**src/rtl/axi_burst_master_if.sv**
```systemverilog
// Command/status and AXI3 master port bundle for axi_burst_master.
// master = the traffic generator side, slave = command source plus memory model side.
interface axi_burst_master_if #(
  parameter int unsigned ADDR_WIDTH = 32,
  parameter int unsigned DATA_WIDTH = 32
);
  logic                    cmd_valid_i;
  logic                    cmd_ready_o;
  logic                    cmd_write_i;
  logic [ADDR_WIDTH-1:0]   cmd_addr_i;
  logic [3:0]              cmd_len_i;
  logic [DATA_WIDTH-1:0]   cmd_seed_i;
  logic                    done_o;
  logic                    err_o;
  logic [15:0]             mismatch_cnt_o;

  logic [7:0]              axi_awid_o;
  logic [ADDR_WIDTH-1:0]   axi_awaddr_o;
  logic [3:0]              axi_awlen_o;
  logic [2:0]              axi_awsize_o;
  logic [1:0]              axi_awburst_o;
  logic                    axi_awvalid_o;
  logic                    axi_awready_i;

  logic [DATA_WIDTH-1:0]   axi_wdata_o;
  logic [DATA_WIDTH/8-1:0] axi_wstrb_o;
  logic                    axi_wlast_o;
  logic                    axi_wvalid_o;
  logic                    axi_wready_i;

  logic [7:0]              axi_bid_i;
  logic [1:0]              axi_bresp_i;
  logic                    axi_bvalid_i;
  logic                    axi_bready_o;

  logic [7:0]              axi_arid_o;
  logic [ADDR_WIDTH-1:0]   axi_araddr_o;
  logic [3:0]              axi_arlen_o;
  logic [2:0]              axi_arsize_o;
  logic [1:0]              axi_arburst_o;
  logic                    axi_arvalid_o;
  logic                    axi_arready_i;

  logic [7:0]              axi_rid_i;
  logic [DATA_WIDTH-1:0]   axi_rdata_i;
  logic [1:0]              axi_rresp_i;
  logic                    axi_rlast_i;
  logic                    axi_rvalid_i;
  logic                    axi_rready_o;

  modport master (
    input  cmd_valid_i, cmd_write_i, cmd_addr_i, cmd_len_i, cmd_seed_i,
    output cmd_ready_o, done_o, err_o, mismatch_cnt_o,
    output axi_awid_o, axi_awaddr_o, axi_awlen_o, axi_awsize_o, axi_awburst_o, axi_awvalid_o,
    input  axi_awready_i,
    output axi_wdata_o, axi_wstrb_o, axi_wlast_o, axi_wvalid_o,
    input  axi_wready_i,
    input  axi_bid_i, axi_bresp_i, axi_bvalid_i,
    output axi_bready_o,
    output axi_arid_o, axi_araddr_o, axi_arlen_o, axi_arsize_o, axi_arburst_o, axi_arvalid_o,
    input  axi_arready_i,
    input  axi_rid_i, axi_rdata_i, axi_rresp_i, axi_rlast_i, axi_rvalid_i,
    output axi_rready_o
  );

  modport slave (
    output cmd_valid_i, cmd_write_i, cmd_addr_i, cmd_len_i, cmd_seed_i,
    input  cmd_ready_o, done_o, err_o, mismatch_cnt_o,
    input  axi_awid_o, axi_awaddr_o, axi_awlen_o, axi_awsize_o, axi_awburst_o, axi_awvalid_o,
    output axi_awready_i,
    input  axi_wdata_o, axi_wstrb_o, axi_wlast_o, axi_wvalid_o,
    output axi_wready_i,
    output axi_bid_i, axi_bresp_i, axi_bvalid_i,
    input  axi_bready_o,
    input  axi_arid_o, axi_araddr_o, axi_arlen_o, axi_arsize_o, axi_arburst_o, axi_arvalid_o,
    output axi_arready_i,
    output axi_rid_i, axi_rdata_i, axi_rresp_i, axi_rlast_i, axi_rvalid_i,
    input  axi_rready_o
  );
endinterface

```
**src/rtl/axi_burst_master.sv**
```systemverilog
// Directed AXI3 burst generator: writes a seeded incrementing pattern, or reads
// a burst back and checks it against the same pattern. One transaction at a time.
module axi_burst_master #(
  parameter int unsigned ADDR_WIDTH = 32,
  parameter int unsigned DATA_WIDTH = 32,
  parameter logic [7:0]  AXI_ID     = 8'h00
) (
  input  logic               axi_clk_i,
  input  logic               rst_n_i,
  axi_burst_master_if.master bus
);

  localparam int unsigned           SIZE      = $clog2(DATA_WIDTH / 8);
  localparam logic [ADDR_WIDTH-1:0] ADDR_MASK = ~((ADDR_WIDTH'(1) << SIZE) - ADDR_WIDTH'(1));

  typedef enum logic [2:0] {
    IDLE,
    WR_ADDR,
    WR_DATA,
    WR_RESP,
    RD_ADDR,
    RD_DATA,
    DONE
  } state_t;

  state_t                state_q, state_d;
  logic                  ready_en_q;
  logic [ADDR_WIDTH-1:0] addr_q;
  logic [3:0]            len_q;
  logic [3:0]            beat_q;
  logic [DATA_WIDTH-1:0] seed_q;
  logic                  err_q;
  logic [15:0]           mism_q;

  logic                  accept;
  logic                  w_hs;
  logic                  b_hs;
  logic                  r_hs;
  logic                  last_beat;
  logic                  r_end;
  logic [DATA_WIDTH-1:0] exp_data;
  logic                  r_mis;
  logic                  r_meta_err;
  logic                  b_err;

  assign accept     = bus.cmd_valid_i && bus.cmd_ready_o;
  assign w_hs       = (state_q == WR_DATA) && bus.axi_wready_i;
  assign b_hs       = (state_q == WR_RESP) && bus.axi_bvalid_i;
  assign r_hs       = (state_q == RD_DATA) && bus.axi_rvalid_i;
  assign last_beat  = (beat_q == len_q);
  assign r_end      = bus.axi_rlast_i || last_beat;
  assign exp_data   = seed_q + DATA_WIDTH'(beat_q);
  assign r_mis      = (bus.axi_rdata_i != exp_data);
  assign r_meta_err = (bus.axi_rresp_i != 2'b00) || (bus.axi_rid_i != AXI_ID) ||
                      (bus.axi_rlast_i != last_beat);
  assign b_err      = (bus.axi_bresp_i != 2'b00) || (bus.axi_bid_i != AXI_ID);

  // Outputs decode from state so that a reset edge forces every valid low at once.
  assign bus.cmd_ready_o    = (state_q == IDLE) && ready_en_q;
  assign bus.done_o         = (state_q == DONE);
  assign bus.err_o          = (state_q == DONE) && err_q;
  assign bus.mismatch_cnt_o = mism_q;

  assign bus.axi_awid_o    = AXI_ID;
  assign bus.axi_awaddr_o  = addr_q;
  assign bus.axi_awlen_o   = len_q;
  assign bus.axi_awsize_o  = 3'(SIZE);
  assign bus.axi_awburst_o = 2'b01;
  assign bus.axi_awvalid_o = (state_q == WR_ADDR);

  assign bus.axi_wdata_o   = exp_data;
  assign bus.axi_wstrb_o   = '1;
  assign bus.axi_wlast_o   = last_beat;
  assign bus.axi_wvalid_o  = (state_q == WR_DATA);

  assign bus.axi_bready_o  = (state_q == WR_RESP);

  assign bus.axi_arid_o    = AXI_ID;
  assign bus.axi_araddr_o  = addr_q;
  assign bus.axi_arlen_o   = len_q;
  assign bus.axi_arsize_o  = 3'(SIZE);
  assign bus.axi_arburst_o = 2'b01;
  assign bus.axi_arvalid_o = (state_q == RD_ADDR);

  assign bus.axi_rready_o  = (state_q == RD_DATA);

  always_comb begin
    state_d = state_q;
    case (state_q)
      IDLE:    if (accept)                state_d = bus.cmd_write_i ? WR_ADDR : RD_ADDR;
      WR_ADDR: if (bus.axi_awready_i)     state_d = WR_DATA;
      WR_DATA: if (w_hs && last_beat)     state_d = WR_RESP;
      WR_RESP: if (bus.axi_bvalid_i)      state_d = DONE;
      RD_ADDR: if (bus.axi_arready_i)     state_d = RD_DATA;
      RD_DATA: if (r_hs && r_end)         state_d = DONE;
      DONE:                               state_d = IDLE;
      default:                            state_d = IDLE;
    endcase
  end

  always_ff @(posedge axi_clk_i) begin
    if (!rst_n_i) begin
      state_q    <= IDLE;
      ready_en_q <= 1'b0;
    end else begin
      state_q    <= state_d;
      ready_en_q <= 1'b1;
    end
  end

  always_ff @(posedge axi_clk_i) begin
    if (!rst_n_i) begin
      addr_q <= '0;
      len_q  <= '0;
      beat_q <= '0;
      seed_q <= '0;
      err_q  <= 1'b0;
      mism_q <= '0;
    end else begin
      if (accept) begin
        addr_q <= bus.cmd_addr_i & ADDR_MASK;
        len_q  <= bus.cmd_len_i;
        seed_q <= bus.cmd_seed_i;
        beat_q <= '0;
        err_q  <= 1'b0;
      end
      if (w_hs && !last_beat) begin
        beat_q <= beat_q + 4'd1;
      end
      if (b_hs && b_err) begin
        err_q <= 1'b1;
      end
      if (r_hs) begin
        if (!r_end) begin
          beat_q <= beat_q + 4'd1;
        end
        if (r_mis || r_meta_err) begin
          err_q <= 1'b1;
        end
        if (r_mis && (mism_q != '1)) begin
          mism_q <= mism_q + 16'd1;
        end
      end
    end
  end

endmodule
```
**src/flat_wrapper.sv**
```systemverilog
// flat-port wrapper written by rule: the top's interface ports become plain ports
module axi_burst_master_flat 
#(
  parameter int unsigned ADDR_WIDTH = 32,
  parameter int unsigned DATA_WIDTH = 32,
  parameter logic [7:0]  AXI_ID     = 8'h00
)
  (axi_clk_i, rst_n_i, bus_cmd_valid_i, bus_cmd_write_i, bus_cmd_addr_i, bus_cmd_len_i, bus_cmd_seed_i, bus_cmd_ready_o, bus_done_o, bus_err_o, bus_mismatch_cnt_o, bus_axi_awid_o, bus_axi_awaddr_o, bus_axi_awlen_o, bus_axi_awsize_o, bus_axi_awburst_o, bus_axi_awvalid_o, bus_axi_awready_i, bus_axi_wdata_o, bus_axi_wstrb_o, bus_axi_wlast_o, bus_axi_wvalid_o, bus_axi_wready_i, bus_axi_bid_i, bus_axi_bresp_i, bus_axi_bvalid_i, bus_axi_bready_o, bus_axi_arid_o, bus_axi_araddr_o, bus_axi_arlen_o, bus_axi_arsize_o, bus_axi_arburst_o, bus_axi_arvalid_o, bus_axi_arready_i, bus_axi_rid_i, bus_axi_rdata_i, bus_axi_rresp_i, bus_axi_rlast_i, bus_axi_rvalid_i, bus_axi_rready_o);
  axi_burst_master_if #(.ADDR_WIDTH(ADDR_WIDTH), .DATA_WIDTH(DATA_WIDTH)) bus_i ();
  input  logic axi_clk_i;
  input  logic rst_n_i;
  input wire logic [$bits(bus_i.cmd_valid_i)-1:0] bus_cmd_valid_i;
  input wire logic [$bits(bus_i.cmd_write_i)-1:0] bus_cmd_write_i;
  input wire logic [$bits(bus_i.cmd_addr_i)-1:0] bus_cmd_addr_i;
  input wire logic [$bits(bus_i.cmd_len_i)-1:0] bus_cmd_len_i;
  input wire logic [$bits(bus_i.cmd_seed_i)-1:0] bus_cmd_seed_i;
  output wire logic [$bits(bus_i.cmd_ready_o)-1:0] bus_cmd_ready_o;
  output wire logic [$bits(bus_i.done_o)-1:0] bus_done_o;
  output wire logic [$bits(bus_i.err_o)-1:0] bus_err_o;
  output wire logic [$bits(bus_i.mismatch_cnt_o)-1:0] bus_mismatch_cnt_o;
  output wire logic [$bits(bus_i.axi_awid_o)-1:0] bus_axi_awid_o;
  output wire logic [$bits(bus_i.axi_awaddr_o)-1:0] bus_axi_awaddr_o;
  output wire logic [$bits(bus_i.axi_awlen_o)-1:0] bus_axi_awlen_o;
  output wire logic [$bits(bus_i.axi_awsize_o)-1:0] bus_axi_awsize_o;
  output wire logic [$bits(bus_i.axi_awburst_o)-1:0] bus_axi_awburst_o;
  output wire logic [$bits(bus_i.axi_awvalid_o)-1:0] bus_axi_awvalid_o;
  input wire logic [$bits(bus_i.axi_awready_i)-1:0] bus_axi_awready_i;
  output wire logic [$bits(bus_i.axi_wdata_o)-1:0] bus_axi_wdata_o;
  output wire logic [$bits(bus_i.axi_wstrb_o)-1:0] bus_axi_wstrb_o;
  output wire logic [$bits(bus_i.axi_wlast_o)-1:0] bus_axi_wlast_o;
  output wire logic [$bits(bus_i.axi_wvalid_o)-1:0] bus_axi_wvalid_o;
  input wire logic [$bits(bus_i.axi_wready_i)-1:0] bus_axi_wready_i;
  input wire logic [$bits(bus_i.axi_bid_i)-1:0] bus_axi_bid_i;
  input wire logic [$bits(bus_i.axi_bresp_i)-1:0] bus_axi_bresp_i;
  input wire logic [$bits(bus_i.axi_bvalid_i)-1:0] bus_axi_bvalid_i;
  output wire logic [$bits(bus_i.axi_bready_o)-1:0] bus_axi_bready_o;
  output wire logic [$bits(bus_i.axi_arid_o)-1:0] bus_axi_arid_o;
  output wire logic [$bits(bus_i.axi_araddr_o)-1:0] bus_axi_araddr_o;
  output wire logic [$bits(bus_i.axi_arlen_o)-1:0] bus_axi_arlen_o;
  output wire logic [$bits(bus_i.axi_arsize_o)-1:0] bus_axi_arsize_o;
  output wire logic [$bits(bus_i.axi_arburst_o)-1:0] bus_axi_arburst_o;
  output wire logic [$bits(bus_i.axi_arvalid_o)-1:0] bus_axi_arvalid_o;
  input wire logic [$bits(bus_i.axi_arready_i)-1:0] bus_axi_arready_i;
  input wire logic [$bits(bus_i.axi_rid_i)-1:0] bus_axi_rid_i;
  input wire logic [$bits(bus_i.axi_rdata_i)-1:0] bus_axi_rdata_i;
  input wire logic [$bits(bus_i.axi_rresp_i)-1:0] bus_axi_rresp_i;
  input wire logic [$bits(bus_i.axi_rlast_i)-1:0] bus_axi_rlast_i;
  input wire logic [$bits(bus_i.axi_rvalid_i)-1:0] bus_axi_rvalid_i;
  output wire logic [$bits(bus_i.axi_rready_o)-1:0] bus_axi_rready_o;
  assign bus_i.cmd_valid_i = bus_cmd_valid_i;
  assign bus_i.cmd_write_i = bus_cmd_write_i;
  assign bus_i.cmd_addr_i = bus_cmd_addr_i;
  assign bus_i.cmd_len_i = bus_cmd_len_i;
  assign bus_i.cmd_seed_i = bus_cmd_seed_i;
  assign bus_cmd_ready_o = bus_i.cmd_ready_o;
  assign bus_done_o = bus_i.done_o;
  assign bus_err_o = bus_i.err_o;
  assign bus_mismatch_cnt_o = bus_i.mismatch_cnt_o;
  assign bus_axi_awid_o = bus_i.axi_awid_o;
  assign bus_axi_awaddr_o = bus_i.axi_awaddr_o;
  assign bus_axi_awlen_o = bus_i.axi_awlen_o;
  assign bus_axi_awsize_o = bus_i.axi_awsize_o;
  assign bus_axi_awburst_o = bus_i.axi_awburst_o;
  assign bus_axi_awvalid_o = bus_i.axi_awvalid_o;
  assign bus_i.axi_awready_i = bus_axi_awready_i;
  assign bus_axi_wdata_o = bus_i.axi_wdata_o;
  assign bus_axi_wstrb_o = bus_i.axi_wstrb_o;
  assign bus_axi_wlast_o = bus_i.axi_wlast_o;
  assign bus_axi_wvalid_o = bus_i.axi_wvalid_o;
  assign bus_i.axi_wready_i = bus_axi_wready_i;
  assign bus_i.axi_bid_i = bus_axi_bid_i;
  assign bus_i.axi_bresp_i = bus_axi_bresp_i;
  assign bus_i.axi_bvalid_i = bus_axi_bvalid_i;
  assign bus_axi_bready_o = bus_i.axi_bready_o;
  assign bus_axi_arid_o = bus_i.axi_arid_o;
  assign bus_axi_araddr_o = bus_i.axi_araddr_o;
  assign bus_axi_arlen_o = bus_i.axi_arlen_o;
  assign bus_axi_arsize_o = bus_i.axi_arsize_o;
  assign bus_axi_arburst_o = bus_i.axi_arburst_o;
  assign bus_axi_arvalid_o = bus_i.axi_arvalid_o;
  assign bus_i.axi_arready_i = bus_axi_arready_i;
  assign bus_i.axi_rid_i = bus_axi_rid_i;
  assign bus_i.axi_rdata_i = bus_axi_rdata_i;
  assign bus_i.axi_rresp_i = bus_axi_rresp_i;
  assign bus_i.axi_rlast_i = bus_axi_rlast_i;
  assign bus_i.axi_rvalid_i = bus_axi_rvalid_i;
  assign bus_axi_rready_o = bus_i.axi_rready_o;
  axi_burst_master #(.ADDR_WIDTH(ADDR_WIDTH), .DATA_WIDTH(DATA_WIDTH), .AXI_ID(AXI_ID)) u_core (.axi_clk_i(axi_clk_i), .rst_n_i(rst_n_i), .bus(bus_i));
endmodule
```
**config.mk**
```make
export PLATFORM = sky130hd
export DESIGN_NAME = axi_burst_master_flat
export DESIGN_NICKNAME = d
export VERILOG_FILES = /design/src/rtl/axi_burst_master_if.sv /design/src/rtl/axi_burst_master.sv /design/src/flat_wrapper.sv
export SDC_FILE = /design/constraint.sdc
export NUM_CORES = 1
export LEC_CHECK = 0
export CORE_UTILIZATION = 25
export CTS_CLUSTER_DIAMETER = 120
export DETAILED_ROUTE_END_ITERATION = 7
export SLEW_MARGIN = 20
export SYNTH_ARGS = -nofsm -noshare
export SYNTH_HDL_FRONTEND = slang
export SYNTH_SLANG_ARGS = --single-unit
```
**constraint.sdc**
```tcl
create_clock -name axi_clk_i -period 4.3 [get_ports axi_clk_i]
set_input_delay 0.86 -clock axi_clk_i [delete_from_list [all_inputs] [get_ports axi_clk_i]]
set_output_delay 0.86 -clock axi_clk_i [all_outputs]
set_load 0.005 [all_outputs]
```
==> results of run 1 <==
## state kept, by name (all words and copies together), names as in the netlist
| signal | cells |
|---|---|
| u_core.bus.axi_araddr_o | 30 |
| u_core.seed_q | 32 |
| u_core.ready_en_q | 1 |
| u_core.err_q | 1 |
| u_core.beat_q | 4 |
| u_core.bus.mismatch_cnt_o | 16 |
| u_core.state_q | 3 |
| u_core.bus.axi_arlen_o | 4 |
## where the power goes
part           switching, W  total, W  internal (W)
sequential         0.000153   0.00110      0.000944
combinational      0.000475   0.00104      0.000569
clock              0.000345  0.000796      0.000451
total              0.000972   0.00294       0.00196
## layout make-up
type,instances,share of cell area [%]
flip-flops and latches,91,20.3
multi-input cells,623,41.2
well taps,324,4.52
clock buffers,10,2.55
repair buffers,268,29.9
clock inverters,6,0.711
inverters,20,0.837
## worst max-delay path by stage
stage                startpoint                             to  slack [ps]
2_1_floorplan  u_core.beat_q[0]  u_core.bus.mismatch_cnt_o[10]         880
3_3_place_gp   u_core.beat_q[0]            bus_axi_wdata_o[28]         450
3_5_place_dp   u_core.beat_q[0]            bus_axi_wdata_o[30]         440
4_1_cts        u_core.beat_q[0]            bus_axi_wdata_o[28]          30
5_1_grt        u_core.beat_q[0]            bus_axi_wdata_o[20]          30
6_report       u_core.beat_q[0]            bus_axi_wdata_o[30]         170
## kinds of logic after synthesis
kind of cell	after synthesis
buffers and inverters	146
AOI/OAI and AO/OA	169
other	2
DFF	91
xor gates and xnor gates	58
adders and majority gates	8
muxes	4
and+or+nand+nor	350
## synth_stat cells, types with 3 or more instances
cell / count / area (µm²)
nor3b_1: 6 / 45.0
o211ai_1: 4 / 30.0
nor2b_1: 5 / 31.3
and3_1: 10 / 62.6
o21ai_0: 10 / 50.1
and2_1: 9 / 56.3
dfxtp_1: 91 / 1820
nor2_1: 29 / 109
o31ai_1: 12 / 90.1
o311ai_0: 3 / 26.3
buf_4: 70 / 526
clkbuf_1: 41 / 154
o41ai_1: 3 / 26.3
buf_1: 3 / 11.3
or2_2: 3 / 18.8
o2111ai_1: 5 / 43.8
or4_1: 15 / 113
ha_1: 7 / 87.6
xor2_1: 26 / 228
nor3_1: 13 / 65.1
or3_1: 5 / 31.3
buf_2: 11 / 55.1
mux2i_1: 3 / 30.0
nand2b_1: 12 / 75.1
nand4_1: 17 / 106
xnor2_1: 27 / 236
inv_1: 20 / 75.1
nand3_1: 26 / 130
a211oi_1: 5 / 37.5
a32oi_1: 3 / 26.3
and4_1: 9 / 78.8
a21oi_1: 90 / 450
a31oi_1: 5 / 31.3
nand2_1: 165 / 619
nor4_1: 12 / 75.1
xnor3_1: 4 / 90.1
a2111oi_0: 3 / 26.3
## critical path: stages (launching register included)
cell and delay, ps:
dfxtp_2 390, ha_1 210, fa_1 250, a211oi_2 130, nor3_1 820, and2_1 310
nand2_1 80, xnor2_1 190, clkdlybuf4s50_1 540
## metal layers
metal,share of wire [%],track usage (%),up-vias
li1,-,-,3175
met1,42,20.8,2887
met2,48,28.6,264
met3,7.6,3.71,32
met4,2.5,6.99,0
met5,0,0,-
## placed cells by master, fill, tap and decap left out, drive strengths merged, types with 3 or more instances in the layout
cell / Yosys / layout
nand2: 165 / 165
nand2b: 12 / 12
o21ai: 11 / 11
or3: 5 / 5
ha: 7 / 7
xnor2: 27 / 27
nor4: 14 / 14
a32oi: 3 / 3
inv: 20 / 21
nor2: 30 / 30
buf: 85 / 16
o211ai: 4 / 4
nand4: 18 / 18
and4: 9 / 9
o2111ai: 5 / 5
nor3: 13 / 13
o311ai: 3 / 3
or4: 16 / 16
conb: 2 / 34
a21oi: 90 / 90
o41ai: 3 / 3
a211oi: 6 / 6
a31oi: 5 / 5
mux2i: 3 / 3
and2: 9 / 9
nor3b: 6 / 6
xnor3: 4 / 4
or4b: 3 / 3
and3: 10 / 10
nor2b: 5 / 5
dfxtp: 91 / 91
or2: 3 / 3
clkdlybuf4s50: 0 / 252
nand3: 26 / 26
o31ai: 12 / 12
clkbuf: 41 / 10
a2111oi: 3 / 3
xor2: 26 / 26
## stage by stage
step	utilization, %	worst slack, ps
final	36.8	173
after global routing	36.8	26.9
after CTS	36.8	34.3
after detailed placement	35.6	443
after global placement	35.6	452
after floorplan	-	885
==> impl_metrics.py, run 1 <==
metrics = {
    "clock_tree": {
        "cts_resized": 0,
        "tritoncts": "yes",
        "htreeDepth": 3,
        "root_buffer": "clkbuf_16",
        "post_cts_buffers": 0,
        "clock_path_buffers": 2,
        "ctsHoldBuffers": 0,
        "clk_latency_ps": 340,
        "cts.sinks": 91,
        "path_clk_slew_ps": 70,
        "cts_buffers": 9,
    },
    "outcome": {
        "status": "finished clean",
    },
    "die": {
        "num_io_pins": 289,
        "start_util_pct": 25.5,
        "die_width_um": 160,
        "dieArea_um2": 25500,
        "core_area_um2": 24400,
        "die_h_um": 160,
        "rows": 57,
    },
    "critical_path": {
        "endpoint_kind": "output pin",
        "reg2regPathDepth": 13,
        "ff2ff_setup_slack_ps": 550,
        "worstSetupPathType": "flop to output pin",
        "critPathLaunchType": "flop",
        "crit_fanout": 8,
        "cp.arrival_ps": 3270,
        "worst_ep_required_time_ps": 3440,
        "reg2reg_from": "u_core.beat_q[0]",
        "rr_endpoint": "u_core.bus.mismatch_cnt_o[1]",
    },
    "sta": {
        "max_clock_freq_mhz": 242,
        "slew-limit-headroom_pct": 34.3,
        "finalHoldViolCount": 0,
        "setup_viol_count_final": 0,
        "slew_viol_final": 0,
        "tightest_slew_ps": 978,
        "skew_ps": 12.7,
        "fin_tns_setup_ps": 0,
        "whs_ps": 467,
        "final.min_clock_period_ps": 4130,
        "period_share_pct": 96.0,
        "rsz0062_at_grt": "false",
    },
    "yosys": {
        "synthArstFlopShare_pct": 0,
        "synth_area_per_cell_um2": 7.51,
        "synth_area_um2": 6220,
        "synth_top_family_by_area": "simple AND/OR/NAND/NOR gates",
        "synthAdderAreaFrac_pct": 1.73,
        "ys_ff_latch": 91,
        "ys_seq_area_share_pct": 29.3,
        "yosys_warnings": 0,
        "synth_ff_type": "dfxtp_1",
        "synth-edff-count": 0,
        "synth_xor_xnor_area_share_pct": 9.29,
        "yosysUniqueCellTypes": 72,
        "synth-simple-area-share_pct": 28.3,
        "syn_inst": 828,
        "synth_mux_area_share_pct": 0.664,
        "synth_compound_area_share_pct": 17.2,
    },
    "hold_path": {
        "hp-start": "u_core.seed_q[0]",
        "hold_depth": 2,
        "min_to": "u_core.seed_q[0]",
        "holdCritPathClass": "flop to flop",
    },
    "finish": {
        "synthToLayoutAreaGrowth_pct": 44.2,
        "multiInputGateArea_um2": 3700,
        "n_fill_cell": 2647,
        "stdcell_count": 1342,
        "final_net_count": 1151,
        "drive_gt1_share_pct": 4.91,
        "antennaDiodeCount": 0,
        "seq_area_um2": 1820,
        "fin_area_um2": 8970,
    },
    "flow_run": {
        "cap_violations": 0,
    },
    "power_and_ir_drop": {
        "worst_ir_drop_vdd_uv": 262,
        "p_per_area_nw_per_um2": 327,
        "p_leak_nw": 3.18,
        "p_total_w": 0.00294,
    },
    "grt": {
        "grt_pass1_wl_mm": 33.8,
        "gr-total-overflow": 0,
        "grt_pass1_vias": 6095,
        "antenna_found_initial": 0,
        "grt_max_degree": 58,
        "grt_usage_pct": 17.0,
    },
    "routing": {
        "drc": 0,
        "ant_nets": 0,
        "vias": 6358,
        "wl_per_cell_um": 16.3,
        "wl_mm": 21.9,
        "via_per_inst": 4.74,
        "drtIter0Drc": 418,
        "first_pass_iters": 5,
    },
    "placement": {
        "gp_congestion": 0.910,
        "dp_hpwl_mm": 17.0,
        "placed_area_um2": 8670,
        "port_buffers": 252,
        "dpl.cell_count": 1326,
    },
}
No activity file was read; power rests on OpenSTA's default activity.
==> run 2: changes to the inputs <==
- CORE_UTILIZATION: 25 -> 42
- PLACE_DENSITY: unset -> 0.81
==> run 2 against run 1 <==
  * Via count is 2.6% higher
  * Utilization is 24 points higher
  * Final area is 2.6% lower
  * Sequential share of layout area is 0.53 points higher
  * Clock-buffer cell count is 3 higher
  * Sequential power hardly changed
  * Critical path type unchanged
  * Highest routed layer unchanged
==> impl_metrics.py, run 2 (synthesis results as in run 1) <==
metrics = {
    "clock_tree": {
        "htreeDepth": 3,
        "path_clk_slew_ps": 70,
        "ctsHoldBuffers": 0,
        "cts_resized": 0,
        "tritoncts": "yes",
        "clock_path_buffers": 2,
        "post_cts_buffers": 0,
        "cts.sinks": 91,
        "clk_latency_ps": 350,
        "cts_buffers": 9,
        "root_buffer": "clkbuf_16",
    },
    "die": {
        "die_h_um": 124,
        "core_area_um2": 14500,
        "num_io_pins": 289,
        "die_width_um": 124,
        "dieArea_um2": 15300,
        "start_util_pct": 43.0,
        "rows": 44,
    },
    "power_and_ir_drop": {
        "p_per_area_nw_per_um2": 339,
        "p_sw_w": 0.000970,
        "combPwrFrac_pct": 34.5,
        "power_frac_seq_pct": 37.2,
        "power.share.switching_pct": 32.7,
        "p_leak_nw": 3.15,
        "worst_ir_drop_vdd_uv": 419,
        "p_int_w": 0.00199,
        "clkPwrFrac_pct": 28.3,
    },
    "critical_path": {
        "cp.arrival_ps": 3280,
        "crit_path_frequent_cell": "or4_4",
        "worst_ep_required_time_ps": 3440,
        "crit_chain": "ha_1, fa_1, a211oi_2, or4_4, or4_4, xnor2_1, clkdlybuf4s50_1",
        "crit_fanout": 9,
        "worstSetupPathType": "flop to output pin",
        "endpoint_kind": "output pin",
        "cpPeakStageDelay_ps": 640,
        "crit_slowest_cell": "or4_4",
        "critPathLaunchType": "flop",
    },
    "routing": {
        "routed-wl-met3_mm": 1.62,
        "ant_nets": 0,
        "vias": 6521,
        "wl_mm": 20.1,
        "wl_met1_mm": 7.99,
        "top_layer": "met4",
        "drc": 0,
        "wl_per_cell_um": 16.8,
        "wl_met2_mm": 9.91,
        "via_per_inst": 5.45,
        "drtIter0Drc": 403,
        "first_pass_iters": 5,
    },
    "finish": {
        "layout_commonest_cell": "clkdlybuf4s50_1",
        "final_cell_mix": "clkdlybuf4s50_1, nand2_1, dfxtp_1",
        "final_net_count": 1146,
        "drive_gt1_share_pct": 4.34,
        "top_register": "u_core.seed_q",
        "n_fill_cell": 1319,
        "fin_area_um2": 8740,
        "antennaDiodeCount": 0,
        "synthToLayoutAreaGrowth_pct": 40.5,
        "seq_area_um2": 1820,
        "largest_register_ffs": 32,
        "multiInputGateArea_um2": 3700,
        "fin_util_pct": 60.4,
    },
    "sta": {
        "finalHoldViolCount": 0,
        "whs_ps": 466,
        "skew_ps": 9.50,
        "slew_viol_final": 0,
        "max_clock_freq_mhz": 241,
        "slew-limit-headroom_pct": 30.5,
        "period_share_pct": 96.3,
        "setup_viol_count_final": 0,
        "rsz0062_at_grt": "false",
        "final.min_clock_period_ps": 4140,
        "fin_tns_setup_ps": 0,
        "tightest_slew_ps": 1040,
    },
    "grt": {
        "grt_pass1_vias": 6150,
        "grt_max_degree": 50,
        "grt_pass1_wl_mm": 30.6,
        "antenna_found_initial": 0,
        "gr-total-overflow": 0,
        "grt_usage_pct": 26.1,
    },
    "outcome": {
        "status": "finished clean",
    },
    "placement": {
        "gp_congestion": 0.931,
        "placed_area_um2": 8420,
        "dp_hpwl_mm": 15.1,
        "port_buffers": 252,
    },
    "flow_run": {
        "cap_violations": 0,
    },
    "hold_path": {
        "holdCritPathClass": "flop to flop",
    },
}
[run 2: through the flow]
stage / setup slack (ps) / std cells / power, W
final: 159 / 1197 / 0.00296
after global routing: 35.4 / 1197 / 0.00312
after CTS: 41.0 / 1197 / 0.00298
after detailed placement: 394 / 1181 / 0.00214
after global placement: 449 / 1181 / 0.00213
after floorplan: 885 / 860 / 0.00164
[run 2: final timing paths]
path	start	endpoint	slack (ps)	depth (start not counted)
max	u_core.beat_q[0]	bus_axi_wdata_o[28]	160	7
min	u_core.seed_q[3]	u_core.seed_q[3]	470	2
max reg2reg	u_core.beat_q[0]	u_core.err_q	440	12
min reg2reg	u_core.seed_q[3]	u_core.seed_q[3]	470	2
[run 2: cell type report]
type,count,area share [%]
multi-input cells,623,42.3
repair buffers,263,29.8
flip-flops and latches,91,20.8
clock buffers,13,2.98
well taps,184,2.63
inverters,20,0.859
clock inverters,3,0.530
[run 2: routing by layer]
metal,global-route usage (%),vias to the layer above
li1,-,3171
met1,30.6,2990
met2,45.5,316
met3,4.67,44
met4,12.9,0
met5,0,-
[run 2: critical path: cells and delay by family (launching register included)]
family | cells | cell delay (ps)
adder cells (fa/ha/maj) | 2 | 480
AO/OA/AOI/OAI | 1 | 160
buffers and inverters | 1 | 510
flip-flops | 1 | 430
AND/OR/NAND/NOR | 2 | 1190
XOR/XNOR | 1 | 150
[run 2: power groups by stage]
stage / Sequential (W) / Combinational, W / Clock, W
global placement: 0.00111 / 0.00101 / 0
detailed placement: 0.00112 / 0.00102 / 0
finish: 0.00110 / 0.00102 / 0.000837
floorplan: 0.00103 / 0.000613 / 0
global route: 0.00112 / 0.00112 / 0.000882
CTS: 0.00110 / 0.00103 / 0.000852
